File: config.mk
export PLATFORM = sky130hd
export DESIGN_NAME = imm_gen_pipe_flat
export DESIGN_NICKNAME = d
export VERILOG_FILES = /design/src/rtl/imm_gen_pipe_if.sv /design/src/rtl/imm_gen_pipe.sv /design/src/flat_wrapper.sv
export SDC_FILE = /design/constraint.sdc
export NUM_CORES = 1
export LEC_CHECK = 0
export CORE_ASPECT_RATIO = 1.1
export CORE_MARGIN = 2
export CORE_UTILIZATION = 42
export CTS_CLUSTER_DIAMETER = 50
export CTS_CLUSTER_SIZE = 8
export DETAILED_ROUTE_END_ITERATION = 16
export GPL_TIMING_DRIVEN = 0
export PLACE_DENSITY_LB_ADDON = 0.05
export SYNTH_ARGS = -nofsm -noshare
export SYNTH_HDL_FRONTEND = slang
export SYNTH_SLANG_ARGS = --single-unit
export TNS_END_PERCENT = 30
File: constraint.sdc
create_clock -name clk -period 4.5 [get_ports clk]
set_input_delay 0.9 -clock clk [delete_from_list [all_inputs] [get_ports clk]]
set_output_delay 0.9 -clock clk [all_outputs]
set_load 0.01 [all_outputs]
File: src/rtl/imm_gen_pipe_if.sv
// Handshake bundle for the immediate generator: instruction/pc in,
// decoded immediate, format, branch target and illegal flag out.
interface imm_gen_pipe_if #(
    parameter int XLEN = 32
);
    logic            in_valid;
    logic            in_ready;
    logic [31:0]     instruction;
    logic [XLEN-1:0] pc;
    logic            out_valid;
    logic            out_ready;
    logic [XLEN-1:0] imm_out;
    logic [2:0]      fmt;
    logic [XLEN-1:0] target;
    logic            illegal;

    modport master (
        output in_valid, instruction, pc, out_ready,
        input  in_ready, out_valid, imm_out, fmt, target, illegal
    );

    modport slave (
        input  in_valid, instruction, pc, out_ready,
        output in_ready, out_valid, imm_out, fmt, target, illegal
    );
endinterface

File: src/rtl/imm_gen_pipe.sv
// RV immediate generator with one registered output stage (XLEN 32/64).
// Optional statistics counters under IMM_GEN_PIPE_STATS_EN.
module imm_gen_pipe #(
    parameter int XLEN = 32
) (
    input logic clk,
    input logic rst,
    imm_gen_pipe_if.slave bus
`ifdef IMM_GEN_PIPE_STATS_EN
    ,
    output logic [31:0] decoded_count,
    output logic [15:0] illegal_count
`endif
);
    typedef enum logic [2:0] {
        F_NONE = 3'd0,
        F_I    = 3'd1,
        F_S    = 3'd2,
        F_B    = 3'd3,
        F_U    = 3'd4,
        F_J    = 3'd5,
        F_Z    = 3'd6
    } fmt_e;

    localparam bit IS64 = (XLEN == 64);

    localparam logic [6:0] OP_IMM   = 7'b0010011;
    localparam logic [6:0] OP_LOAD  = 7'b0000011;
    localparam logic [6:0] OP_JALR  = 7'b1100111;
    localparam logic [6:0] OP_IMM32 = 7'b0011011;
    localparam logic [6:0] OP_STORE = 7'b0100011;
    localparam logic [6:0] OP_BR    = 7'b1100011;
    localparam logic [6:0] OP_LUI   = 7'b0110111;
    localparam logic [6:0] OP_AUIPC = 7'b0010111;
    localparam logic [6:0] OP_JAL   = 7'b1101111;
    localparam logic [6:0] OP_SYS   = 7'b1110011;
    localparam logic [6:0] OP_REG   = 7'b0110011;
    localparam logic [6:0] OP_REG32 = 7'b0111011;
    localparam logic [6:0] OP_FENCE = 7'b0001111;

    logic [31:0]     ins;
    logic [6:0]      op;
    logic [2:0]      f3;
    logic [XLEN-1:0] imm_i;
    logic [XLEN-1:0] imm_s;
    logic [XLEN-1:0] imm_b;
    logic [XLEN-1:0] imm_u;
    logic [XLEN-1:0] imm_j;
    logic [XLEN-1:0] imm_z;

    assign ins = bus.instruction;
    assign op  = ins[6:0];
    assign f3  = ins[14:12];

    always_comb begin
        imm_i = XLEN'($signed(ins[31:20]));
        imm_s = XLEN'($signed({ins[31:25], ins[11:7]}));
        imm_b = XLEN'($signed({ins[31], ins[7], ins[30:25],
                               ins[11:8], 1'b0}));
        imm_u = XLEN'($signed({ins[31:12], 12'b0}));
        imm_j = XLEN'($signed({ins[31], ins[19:12], ins[20],
                               ins[30:21], 1'b0}));
        imm_z = XLEN'(ins[19:15]);
    end

    fmt_e            d_fmt;
    logic            d_ill;
    logic            d_pcrel;
    logic [XLEN-1:0] d_imm;
    logic [XLEN-1:0] d_target;

    always_comb begin
        d_fmt   = F_NONE;
        d_ill   = 1'b0;
        d_pcrel = 1'b0;
        case (op)
            OP_IMM, OP_LOAD, OP_JALR: d_fmt = F_I;
            OP_IMM32: begin
                if (IS64) d_fmt = F_I;
                else      d_ill = 1'b1;
            end
            OP_STORE: d_fmt = F_S;
            OP_BR: begin
                d_fmt   = F_B;
                d_pcrel = 1'b1;
            end
            OP_LUI: d_fmt = F_U;
            OP_AUIPC: begin
                d_fmt   = F_U;
                d_pcrel = 1'b1;
            end
            OP_JAL: begin
                d_fmt   = F_J;
                d_pcrel = 1'b1;
            end
            OP_SYS: begin
                if (f3 == 3'b100)    d_ill = 1'b1;
                else if (f3[2])      d_fmt = F_Z;
            end
            OP_REG, OP_FENCE: d_fmt = F_NONE;
            OP_REG32: begin
                if (!IS64) d_ill = 1'b1;
            end
            default: d_ill = 1'b1;
        endcase
        if (ins[1:0] != 2'b11) d_ill = 1'b1;
        if (d_ill) begin
            d_fmt   = F_NONE;
            d_pcrel = 1'b0;
        end
    end

    always_comb begin
        d_imm = '0;
        case (d_fmt)
            F_I:     d_imm = imm_i;
            F_S:     d_imm = imm_s;
            F_B:     d_imm = imm_b;
            F_U:     d_imm = imm_u;
            F_J:     d_imm = imm_j;
            F_Z:     d_imm = imm_z;
            default: d_imm = '0;
        endcase
    end

    // Wraps modulo 2^XLEN; JALR stays 0 since its base is a register.
    assign d_target = d_pcrel ? bus.pc + d_imm : '0;

    logic in_hs;
    logic out_hs;

    assign bus.in_ready = !bus.out_valid || bus.out_ready;
    assign in_hs        = bus.in_valid && bus.in_ready;
    assign out_hs       = bus.out_valid && bus.out_ready;

    always_ff @(posedge clk) begin
        if (rst) begin
            bus.out_valid <= 1'b0;
            bus.imm_out   <= '0;
            bus.fmt       <= F_NONE;
            bus.target    <= '0;
            bus.illegal   <= 1'b0;
        end else if (in_hs) begin
            bus.out_valid <= 1'b1;
            bus.imm_out   <= d_imm;
            bus.fmt       <= d_fmt;
            bus.target    <= d_target;
            bus.illegal   <= d_ill;
        end else if (out_hs) begin
            bus.out_valid <= 1'b0;
        end
    end

`ifdef IMM_GEN_PIPE_STATS_EN
    always_ff @(posedge clk) begin
        if (rst) begin
            decoded_count <= '0;
            illegal_count <= '0;
        end else if (in_hs) begin
            if (decoded_count != '1)
                decoded_count <= decoded_count + 32'd1;
            if (d_ill && illegal_count != '1)
                illegal_count <= illegal_count + 16'd1;
        end
    end
`endif

endmodule

File: src/flat_wrapper.sv
// flat-port wrapper written by rule: the top's interface ports become plain ports
module imm_gen_pipe_flat 
#(
    parameter int XLEN = 32
)
  (clk, rst, bus_in_valid, bus_instruction, bus_pc, bus_out_ready, bus_in_ready, bus_out_valid, bus_imm_out, bus_fmt, bus_target, bus_illegal);
  imm_gen_pipe_if #(.XLEN(XLEN)) bus_i ();
  input logic clk;
  input logic rst;
  input wire logic [$bits(bus_i.in_valid)-1:0] bus_in_valid;
  input wire logic [$bits(bus_i.instruction)-1:0] bus_instruction;
  input wire logic [$bits(bus_i.pc)-1:0] bus_pc;
  input wire logic [$bits(bus_i.out_ready)-1:0] bus_out_ready;
  output wire logic [$bits(bus_i.in_ready)-1:0] bus_in_ready;
  output wire logic [$bits(bus_i.out_valid)-1:0] bus_out_valid;
  output wire logic [$bits(bus_i.imm_out)-1:0] bus_imm_out;
  output wire logic [$bits(bus_i.fmt)-1:0] bus_fmt;
  output wire logic [$bits(bus_i.target)-1:0] bus_target;
  output wire logic [$bits(bus_i.illegal)-1:0] bus_illegal;
  assign bus_i.in_valid = bus_in_valid;
  assign bus_i.instruction = bus_instruction;
  assign bus_i.pc = bus_pc;
  assign bus_i.out_ready = bus_out_ready;
  assign bus_in_ready = bus_i.in_ready;
  assign bus_out_valid = bus_i.out_valid;
  assign bus_imm_out = bus_i.imm_out;
  assign bus_fmt = bus_i.fmt;
  assign bus_target = bus_i.target;
  assign bus_illegal = bus_i.illegal;
  imm_gen_pipe #(.XLEN(XLEN)) u_core (.clk(clk), .rst(rst), .bus(bus_i));
endmodule
Word-level counts from Yosys, hierarchy flattened --
Index checks and enable logic that the tools add are counted.
Storage, ports and cells: flip-flop bits (word level) 69, latch bits 0, memory bits (writable) 0, bits in read-only memories 0, input bits 68, memories kept 0
Cells by class: add/subtract/negate cells 1, multiply operators 0, divide/modulo/power cells 0, order comparisons 0, equality and inequality tests 19, shift-type cells 0, muxes and demuxes 13, bitwise gates (word level) 0, reductions and logical operators 9
Operators by type and width (count):
- $pmux W32 S6 | 1
- $add A32 B32 Y32 | 1
- $mux W32 | 1
- $eq A7 B7 Y1 const B | 4
- $eq A7 B6 Y1 const B | 3
- $pmux W3 S6 | 1
- $eq A7 B5 Y1 const B | 2
- $eq A3 B3 Y1 const B | 4
- $reduce_or A10 Y1 | 1
- $mux W3 | 3
- $eq A7 B2 Y1 const B | 1
- $eq A7 B4 Y1 const B | 1
- $eq A3 B2 Y1 const B | 2
- $mux W1 | 6
- $reduce_or A3 Y1 | 2
- $eq A3 B1 Y1 const B | 1
- $logic_and A1 B1 Y1 | 2
- $ne A2 B2 Y1 const B | 1
- $pmux W1 S2 | 1
- $reduce_bool A2 Y1 | 1
- $reduce_or A2 Y1 | 1
- $logic_not A1 Y1 | 1
- $logic_or A1 B1 Y1 | 1

Longest topological paths before layout --
Gate-level depths: netlist (run 1).
depth in word-level cells 9, depth in mapped cells 18, mapped depth without buffers 16

Worst setup path after synthesis (run 1) --
OpenSTA, ideal clock, no wires.
path type input port to flip-flop, from input bus_instruction[6], to register u_core.bus.target[27], arrival 4.572 ns, required time 4.383 ns, setup slack -0.189 ns, stages on the path 17, cell sequence clkbuf_1 > nand4_1 > or4_1 > nor2_1 > nor4_1 > a222oi_1 > inv_1 > ha_1 > a211oi_2 > o21a_1 > o31ai_2 > a211o_1 > a21oi_2 > a21oi_2 > a221o_1 > xor2_1 > a22o_1
On the way: longest elaborated chain between the ends 9, elaborated cells between the ends (all ways) 30, classes of those cells 1 x add/sub; 17 x eq/ne; 8 x mux; 4 x reduce/logical
RTL lines:
- start, declared | line flat_wrapper.sv:11 | input wire logic [$bits(bus_i.instruction)-1:0] bus_instruction;
- $eq A7 B5 Y1 (tied with other cells) | line imm_gen_pipe.sv:76 | case (op)
- $reduce_or A10 Y1 (no source line)
- $pmux W1 S2 | line imm_gen_pipe.sv:76
- $mux W1 | line imm_gen_pipe.sv:106 | if (ins[1:0] != 2'b11) d_ill = 1'b1;
- $mux W3 (*) | line imm_gen_pipe.sv:107 | if (d_ill) begin
- $eq A3 B3 Y1 (tied with other cells) | line imm_gen_pipe.sv:115 | case (d_fmt)
- $pmux W32 S6 (*) | line imm_gen_pipe.sv:115
- named net u_core.d_imm[1] | line imm_gen_pipe.sv:69 | logic [XLEN-1:0] d_imm;
- $add A32 B32 Y32 (*) | line imm_gen_pipe.sv:127 | assign d_target = d_pcrel ? bus.pc + d_imm : '0;
- $mux W32 (*) | line imm_gen_pipe.sv:127
- end signal, assigned | line imm_gen_pipe.sv:147 | bus.target <= d_target;
- end, declared | line imm_gen_pipe_if.sv:24 | output in_ready, out_valid, imm_out, fmt, target, illegal
The timed path passes the listed nets; every way through them passes the cells marked *. A chain may end at the register's enable or synchronous reset.

Worst setup path in the final report (run 1) --
from input bus_instruction[1], to register u_core.bus.target[29]
Same word-level chain as after synthesis.

==> results.json, run 1 <==
{
  "status": "complete, no violations",
  "yosysSeqAreaShare": 0.322,
  "final_common_cell": "clkdlybuf4s50_1",
  "grt_antenna_before_repair": 0,
  "dp_cells": 804,
  "power_frac_comb": 0.204,
  "clk_pin_slew_ns": 0.07,
  "synth_cells": 551,
  "synth_area_mm2": 0.00429,
  "ios": 138,
  "cp-end-kind": "flop",
  "switching_share": 0.281,
  "die_area_mm2": 0.0110,
  "peakVddDrop_uv": 173,
  "grt_most_used_layer": "met2",
  "grt_max_degree": 12,
  "io_buffer_count": 133,
  "p_sw_uw": 397,
  "final_util": 0.649,
  "pwr-share-clk": 0.356,
  "slew_headroom": 0.143,
  "yosys_warnings": 0,
  "die_x_um": 100,
  "tns_ns": 0,
  "criticalPathCategory": "in -> reg",
  "grt_use_met2": 0.454,
  "gp_congestion": 0.914,
  "use_met1": 0.324,
  "yosysUniqueCellTypes": 56,
  "fp.dieH_um": 110,
  "intPower_mw": 1.02,
  "timing.final.crit_period_ns": 4.38,
  "slowest_stage": "or4_4",
  "clk_path_buf_depth": 2,
  "clock_skew_ns": 0.00495,
  "p_seq_frac": 0.440,
  "post_drt_wl_per_cell_um": 17.7,
  "grt_setup_unrepaired": "no",
  "worst_pin_slew_ns": 1.27,
  "setup_viol": 0,
  "num_rows": 38,
  "grt-ovfl-total": 0,
  "antennaDiodeCount": 0,
  "cp.arrival_ns": 4.63,
  "track_usage": 0.262,
  "final_nets": 817,
  "drc_errors": 0,
  "dr.pass1.iters": 7,
  "clockRootBuffer": "clkbuf_8",
  "hpwl_um": 11300,
  "grt_use_met3": 0.0334,
  "ant_nets": 0,
  "slew_violations": 0,
  "fill_cells": 881,
  "finalNonFillerCells": 840,
  "slowest_delay_ns": 0.55,
  "cp-start-kind": "primary input",
  "core_mm2": 0.00989,
  "async_flop_share": 0,
  "synthFlopType": "dfxtp_1",
  "vias": 4728,
  "holdBufCountCts": 0,
  "clock-sinks": 69,
  "p_per_area_mw_per_mm2": 220,
  "ys_ff_latch": 69,
  "path_max_fanout": 5,
  "max-cap-violations": 0,
  "grt_pass1_wl_um": 22200,
  "cts_tree": "done",
  "hold_ws_ns": 0.455,
  "grt_pass1_vias": 4496,
  "hold_violations": 0,
  "final_layout_size_suffix_gt1_frac": 0.125,
  "drt-initial-drc-count": 330,
  "holdCritPathClass": "reg -> reg",
  "clk_latency_ns": 0.35,
  "fmax_ghz": 0.228,
  "post-route-period-util": 0.973,
  "start_util": 0.434,
  "power_leakage_nw": 2.64,
  "viasPerCell": 5.63,
  "synth_edf_count": 0,
  "path_cells": "dlygate4sd2_1 -> nand2_4 -> or4_4 -> nor2_4 -> nor4_4 -> a222oi_1 -> buf_4 -> inv_1 -> ha_2 -> o21ai_2 -> o21a_1 -> o31ai_4 -> a211o_1 -> a21oi_4 -> o21ba_4 -> a21boi_1 -> or3_1 -> a32o_1",
  "wl_um": 14900,
  "cp_data_required_time_ns": 4.75,
  "syn_to_final_growth_pct": 49.7,
  "avgSynthCellArea_um2": 7.78,
  "syn_nets": 651,
  "cts_buffers": 9,
  "htree_levels": 3,
  "mostFrequentLayoutCells": "128 x clkdlybuf4s50_1, 87 x nand2_1, 69 x dfxtp_1, 51 x a21oi_1, 45 x nor2_1"
}
registers in the layout, indices dropped and copies added, names as in the netlist:
| signal | count |
|---|---|
| u_core.bus.fmt | 3 |
| u_core.bus.illegal | 1 |
| u_core.bus.imm_out | 32 |
| u_core.bus.out_valid | 1 |
| u_core.bus.target | 32 |
power groups by stage:
stage	sequential, mW	clock (mW)	combinational (mW)
final	0.622	0.504	0.289
after global routing	0.622	0.534	0.311
after CTS	0.622	0.510	0.269
after detailed placement	0.636	0	0.255
after global placement	0.636	0	0.252
after floorplan	0.639	0	0.133
synthesized netlist by cell type, drive strengths merged, types with 2 or more instances:
library cell	count	share of area
a21oi	58	0.070
nand4	2	0.0029
clkbuf	24	0.021
nand3	7	0.0082
nand2b	8	0.012
o31ai	2	0.0047
o22ai	2	0.0029
xnor2	11	0.022
ha	31	0.090
o21ai	32	0.037
and2	10	0.015
a32oi	2	0.0041
a22o	3	0.0061
a222oi	4	0.0093
nor2b	2	0.0029
a221o	3	0.0070
mux2i	2	0.0047
or3	6	0.0088
nand2	88	0.077
a22oi	13	0.023
nor3	12	0.015
and3	3	0.0044
dfxtp	69	0.32
a31oi	7	0.010
o21a	4	0.0070
nor4	7	0.010
inv	12	0.011
nor2	47	0.041
buf	4	0.0041
o21bai	2	0.0035
a21o	31	0.054
a211oi	10	0.019
or2	3	0.0044
xor2	15	0.031
layer usage:
| metal | part of all wire | wire, µm | vias to the layer above |
|---|---|---|---|
| met2 | 0.50 | 7370 | 183 |
| met4 | 0.032 | 469 | 0 |
| li1 | - | - | 2305 |
| met1 | 0.41 | 6130 | 2215 |
| met5 | 0 | 0 | - |
| met3 | 0.061 | 905 | 25 |
layout make-up:
type | count | area, µm² | share of cell area
plain buffers | 27 | 119 | 0.0185
well taps | 120 | 150 | 0.0234
clock buffers | 10 | 138 | 0.0214
clock inverters | 4 | 50.0 | 0.00780
repair buffers | 156 | 1500 | 0.233
flip-flops and latches | 69 | 1380 | 0.215
inverters | 12 | 45.0 | 0.00702
multi-input cells | 442 | 3040 | 0.473
worst max-delay path: cells and delay by family:
kind / cells / cell delay, ns
AO/OA/AOI/OAI: 9 / 1.75
adder cells (fa/ha/maj): 1 / 0.30
buffers and inverters: 3 / 0.50
AND/OR/NAND/NOR: 5 / 1.15
path summary, 6_finish.rpt:
kind | startpoint | end | slack (ns) | cells past startpoint
max | bus_instruction[1] | u_core.bus.target[29] | 0.12 | 18
min | u_core.bus.imm_out[19] | u_core.bus.imm_out[19] | 0.45 | 2
max reg2reg | u_core.bus.out_valid | u_core.bus.target[31] | 2.06 | 8
min reg2reg | u_core.bus.imm_out[19] | u_core.bus.imm_out[19] | 0.45 | 2
logic make-up after synthesis:
family          Yosys count  synth area share
mux                       2           0.00467
xor+xnor                 26            0.0531
fa+ha+maj                32            0.0951
simple gates            198             0.207
buf+inv                  40            0.0356
compound gates          184             0.282
flops                    69             0.322
repair_timing:
item                       CTS  global route
pin swaps                   18            24
resized for setup           40            28
setup endpoints to repair   23            14
buffers inserted            12            11
per-stage QoR:
stage / power, mW / setup WS, ns / area (µm²)
5_1_grt: 1.47 / 0.00313 / 6420
3_3_place_gp: 0.888 / -1.16 / 5780
2_1_floorplan: 0.772 / 0.0219 / 4300
3_5_place_dp: 0.891 / -1.28 / 5780
6_report: 1.41 / 0.123 / 6420
4_1_cts: 1.40 / -0.0172 / 6210
(Power assumes the default switching activity.)
==> run 2, diff against run 1 <==
Settings changed: CORE_UTILIZATION 42 to 44, CTS_BUF_LIST from default to sky130_fd_sc_hd__clkbuf_2 sky130_fd_sc_hd__clkbuf_4 sky130_fd_sc_hd__clkbuf_8, GPL_TIMING_DRIVEN 0 to default.
==> run 2 against run 1 <==
Against the previous run: die area down 4.4%; wire length up 12%; first-iteration DRC count down 28%; combinational power up 19%; register-to-register slack worse by 0.51 ns; via count up 11%; clock power down 7.9%; worst setup slack better by 0.066 ns; count of clock-buffer cells in the layout down 1; critical path depth up 1; utilization up 11 points; largest cell class unchanged.
==> results.json, run 2 (synthesis gave the netlist of run 1 again) <==
{
  "status": "complete, no violations",
  "grt_pass1_vias": 5120,
  "cp_data_required_time_ns": 4.74,
  "post-route-period-util": 0.958,
  "io_buffer_count": 137,
  "p_per_area_mw_per_mm2": 200,
  "mostFrequentLayoutCells": "136 x buf_4, 128 x clkdlybuf4s50_1, 88 x nand2_1, 69 x dfxtp_1, 51 x a21oi_1",
  "viasPerCell": 5.63,
  "clk_path_buf_depth": 2,
  "clk_pin_slew_ns": 0.08,
  "timing.final.crit_period_ns": 4.31,
  "clock_skew_ns": 0.00999,
  "antennaDiodeCount": 0,
  "hpwl_um": 12400,
  "top_regs": "u_core.bus.imm_out (32), u_core.bus.target (32), u_core.bus.fmt (3)",
  "setup_viol": 0,
  "final_nets": 911,
  "clock-sinks": 69,
  "fin_area_mm2": 0.00717,
  "grt_antenna_before_repair": 0,
  "criticalPathCategory": "in -> reg",
  "grt_max_degree": 56,
  "ios": 138,
  "cp-start-kind": "primary input",
  "post_drt_wl_per_cell_um": 17.8,
  "drc_errors": 0,
  "peakVddDrop_uv": 128,
  "final_common_cell": "buf_4",
  "fmax_ghz": 0.232,
  "syn_to_final_growth_pct": 67.2,
  "slowest_stage": "nor4_4",
  "final_util": 0.763,
  "worst_pin_slew_ns": 1.10,
  "hold_violations": 0,
  "drt-initial-drc-count": 237,
  "fp.dieH_um": 108,
  "wl_um": 16600,
  "slew_headroom": 0.261,
  "placed_cell_area_mm2": 0.00662,
  "ant_nets": 0,
  "clockRootBuffer": "clkbuf_8",
  "gp_congestion": 0.934,
  "dr.pass1.iters": 6,
  "cp.arrival_ns": 4.55,
  "die_x_um": 98.1,
  "clk_latency_ns": 0.35,
  "cts_tree": "done",
  "slew_violations": 0,
  "finalPower_mw": 1.43,
  "grt_setup_unrepaired": "no",
  "tns_ns": 0,
  "start_util": 0.456,
  "htree_levels": 3,
  "core_mm2": 0.00940,
  "fill_cells": 714,
  "slowest_delay_ns": 0.36,
  "num_rows": 37,
  "cp-end-kind": "flop",
  "cts_buffers": 9,
  "grt_pass1_wl_um": 24600,
  "path_max_fanout": 6,
  "holdBufCountCts": 0,
  "holdCritPathClass": "reg -> reg",
  "vias": 5255,
  "power_leakage_nw": 3.25,
  "track_usage": 0.293,
  "grt-ovfl-total": 0,
  "max-cap-violations": 0,
  "path_cells": "dlymetal6s2s_1 -> buf_6 -> nor4_4 -> a21oi_2 -> buf_4 -> nor4_4 -> a222oi_1 -> buf_4 -> inv_1 -> ha_4 -> o21a_1 -> o21ai_2 -> o31ai_2 -> a211o_1 -> a21oi_4 -> o21ba_4 -> a21boi_2 -> or3_1 -> a32o_1",
  "final_layout_size_suffix_gt1_frac": 0.241,
  "die_area_mm2": 0.0106
}
==> run 2: cell types whose count changed in the layout (fill, tap and decap cells not counted), moves of 3 or more <==
cell	before	now
clkbuf_1	18	0
clkbuf_2	3	0
buf_4	24	136
dlymetal6s2s_1	1	8
ha_1	23	27
buf_6	1	4
dlygate4sd2_1	3	0
==> run 2: worst paths after layout <==
path | startpoint | to | slack, ns | cells after the start
max | bus_instruction[5] | u_core.bus.target[29] | 0.19 | 19
min | u_core.bus.target[28] | u_core.bus.target[28] | 0.45 | 2
max reg2reg | u_core.bus.out_valid | u_core.bus.target[31] | 1.55 | 9
min reg2reg | u_core.bus.target[28] | u_core.bus.target[28] | 0.45 | 2
==> run 2: critical path: cells and delay by family <==
kind            cells  cell delay (ns)
compound gates     10             1.71
simple gates        3             0.98
buf+inv             5             0.73
fa+ha+maj           1             0.21
==> run 2: repair_timing <==
item,4_1_cts,5_1_grt
endpoints found under the setup margin,17,20
gates resized for setup,21,32
gates cloned,0,0
pin swaps,14,22
setup buffers,10,8
hold endpoints to repair,0,0
==> run 2: area by class of cell <==
class | count | area (µm²) | share of cell area
multi-input cells | 442 | 2970 | 0.414
flip-flops and latches | 69 | 1380 | 0.193
repair buffers | 277 | 2450 | 0.342
well taps | 117 | 146 | 0.0204
clock inverters | 7 | 48.8 | 0.00681
clock buffers | 9 | 124 | 0.0173
inverters | 12 | 47.5 | 0.00663
==> run 2: per-stage QoR <==
step | setup WS (ns) | std cells | hold WS [ns]
6_report | 0.189 | 933 | 0.453
5_1_grt | 0.0625 | 933 | 0.474
4_1_cts | -0.0180 | 925 | 0.455
3_5_place_dp | -0.643 | 899 | 0.443
3_3_place_gp | -0.530 | 899 | 0.437
2_1_floorplan | 0.0219 | 551 | 0.472
==> run 2: report_power, final <==
group          leakage, nW  switching, mW  total (mW)  internal [mW]
clock network       0.0898          0.262       0.464          0.202
registers            0.558        0.00404       0.622          0.617
logic                 2.60          0.167       0.345          0.179
total                 3.25          0.433        1.43          0.998
==> run 2: metal layers <==
metal	part of all wire	global-route usage	up-vias
met5	0	0	-
met2	0.50	0.529	229
li1	-	-	2498
met1	0.40	0.338	2479
met4	0.039	0.134	0
met3	0.066	0.0494	49
==> run 3, diff against run 2 <==
Settings changed: ABC_AREA from default to 1, CORE_UTILIZATION 44 to 46, CTS_CLUSTER_SIZE 8 to default.
==> run 3 against run 2 <==
Against the previous run: fmax grew 7.3%; wire length grew 6.1%; non-clock buffer count shrank 133; synthesized cell count grew 56%; count of clock-buffer cells in the layout grew 3; total power grew 12%; critical endpoint unchanged.
==> results.json, run 3 <==
{
  "ys_top_cells_by_area": "dfxtp_1 26%, nand2_1 16%, a21oi_1 9.1%, inv_1 8.6%, nor2_1 7.5%",
  "synth_top_cell_area_share": 0.263,
  "grt_pass1_wl_um": 28000,
  "post-route-period-util": 0.893,
  "die_area_mm2": 0.0123,
  "fin_area_mm2": 0.00696,
  "tns_ns": 0,
  "synth_most_common_cell": "nand2_1",
  "dp_cells": 1125,
  "max-cap-violations": 0,
  "placed_cell_area_mm2": 0.00673,
  "status": "complete, no violations",
  "finalNonFillerCells": 1141,
  "io_buffer_count": 137,
  "grt_pass1_vias": 5626,
  "syn_nets": 959,
  "final_common_cell": "nand2_1",
  "power_leakage_nw": 3.42,
  "final_nets": 1089,
  "yosysUniqueCellTypes": 44,
  "cts_resized": 0,
  "yosysTopAreaCell": "dfxtp_1",
  "clk_latency_ns": 0.37,
  "gp_congestion": 0.921,
  "num_rows": 40,
  "fp.dieH_um": 116,
  "synthTopCellsByCount": "218 x nand2_1, 120 x inv_1, 105 x nor2_1",
  "clockRootBuffer": "clkbuf_8",
  "dr.pass1.iters": 5,
  "async_flop_share": 0,
  "fill_cells": 1064,
  "mostFrequentLayoutCells": "217 x nand2_1, 136 x clkdlybuf4s50_1, 120 x inv_1, 105 x nor2_1, 96 x a21oi_1",
  "clk_pin_slew_ns": 0.08,
  "path_cells": "clkdlybuf4s50_1 -> nand3_1 -> nor4_4 -> inv_2 -> a21oi_1 -> nand3_1 -> nand2_1 -> nor2_1 -> ha_1 -> nand2_1 -> nor2_1 -> inv_1 -> nor3_1 -> nand2_1 -> nand2_1 -> nand2_1 -> nand2_1 -> nand2_1 -> nand3_1 -> a21oi_1",
  "grt_antenna_before_repair": 0,
  "hold_ws_ns": 0.464,
  "criticalPathCategory": "in -> reg",
  "final_layout_size_suffix_gt1_frac": 0.0553,
  "setup_viol": 0,
  "yosys_warnings": 0,
  "core_mm2": 0.0110,
  "hpwl_um": 13900,
  "p_per_area_mw_per_mm2": 231,
  "ant_nets": 0,
  "cp_data_required_time_ns": 4.75,
  "synth_area_mm2": 0.00525,
  "drt-initial-drc-count": 397,
  "cp.arrival_ns": 4.26,
  "synth_cells": 859,
  "post_cts_buffers": 0,
  "crit_top_cell": "nand2_1",
  "viasPerCell": 5.26,
  "hold_violations": 0,
  "top_regs": "u_core.bus.imm_out (32), u_core.bus.target (32), u_core.bus.fmt (3)",
  "path_max_fanout": 7,
  "cts_tree": "done",
  "slew_headroom": 0.591,
  "cp-start-kind": "primary input",
  "slowest_delay_ns": 0.56,
  "grt_setup_unrepaired": "no",
  "vias": 6001,
  "clock_skew_ns": 0.00588,
  "r2r_setup_slack_ns": 3.01,
  "holdBufCountCts": 0,
  "yosysSeqAreaShare": 0.263,
  "start_util": 0.477,
  "synthFlopType": "dfxtp_1",
  "synth_edf_count": 0,
  "drc_errors": 0,
  "holdCritPathClass": "reg -> reg",
  "syn_to_final_growth_pct": 32.5,
  "die_x_um": 106,
  "slew_violations": 0,
  "wl_um": 17600,
  "fmax_ghz": 0.249,
  "timing.final.crit_period_ns": 4.02,
  "post_drt_wl_per_cell_um": 15.4,
  "slowest_stage": "clkdlybuf4s50_1",
  "avgSynthCellArea_um2": 6.11,
  "clk_path_buf_depth": 2,
  "antennaDiodeCount": 0,
  "track_usage": 0.293,
  "ys_ff_latch": 69,
  "cts_buffers": 9,
  "htree_levels": 3,
  "cp-end-kind": "flop",
  "grt_max_degree": 55,
  "final_util": 0.632,
  "ios": 138,
  "worst_pin_slew_ns": 0.613,
  "grt-ovfl-total": 0,
  "clock-sinks": 69,
  "peakVddDrop_uv": 182
}
[run 3: changes by cell type after synthesis, sizes merged, moves of 27 or more]
cell and delta:
nand2 +132, a21o -27, a21oi +39, nor2 +59, inv +114, nand3 +41
[run 3: cell type report]
| type | instances | area, µm² | share of cell area |
|---|---|---|---|
| clock buffers | 12 | 159 | 0.0228 |
| clock inverters | 4 | 70.1 | 0.0101 |
| inverters | 127 | 479 | 0.0688 |
| multi-input cells | 638 | 3270 | 0.470 |
| flip-flops and latches | 69 | 1380 | 0.198 |
| well taps | 147 | 184 | 0.0264 |
| repair buffers | 144 | 1420 | 0.204 |
[run 3: cells by family after synthesis]
family          share of synthesized area
buf+inv                             0.115
simple gates                        0.336
flops                               0.263
fa+ha+maj                          0.0777
compound gates                      0.196
xor+xnor                           0.0117
[run 3: critical path: cells and delay by family]
family,cells,cell delay [ns]
buffers and inverters,3,0.74
AND/OR/NAND/NOR,14,1.96
adder cells (fa/ha/maj),1,0.36
AO/OA/AOI/OAI,2,0.30
[run 3: report_power, final]
group / total (mW) / internal (mW) / switching, mW
sequential: 0.645 / 0.633 / 0.0126
combinational: 0.352 / 0.156 / 0.196
clock: 0.609 / 0.347 / 0.261
total: 1.61 / 1.14 / 0.470
[run 3: final timing paths]
kind	from	end	cells past startpoint
min reg2reg	u_core.bus.target[21]	u_core.bus.target[21]	2
max reg2reg	u_core.bus.out_valid	u_core.bus.fmt[2]	7
min	u_core.bus.target[21]	u_core.bus.target[21]	2
max	bus_instruction[5]	u_core.bus.target[29]	20
[run 3: metal layers]
metal | vias up | wire length, µm | track usage
met3 | 34 | 1200 | 0.0326
met2 | 247 | 8050 | 0.498
met5 | - | 0 | 0
li1 | 3048 | - | -
met1 | 2672 | 7880 | 0.381
met4 | 0 | 487 | 0.118
[run 3: stage by stage]
| stage | setup slack (ns) | total power [mW] |
|---|---|---|
| detailed placement | 0.190 | 1.01 |
| floorplan | 1.28 | 0.842 |
| CTS | 0.561 | 1.61 |
| global placement | 0.231 | 1.01 |
| finish | 0.482 | 1.61 |
| global route | 0.197 | 1.67 |
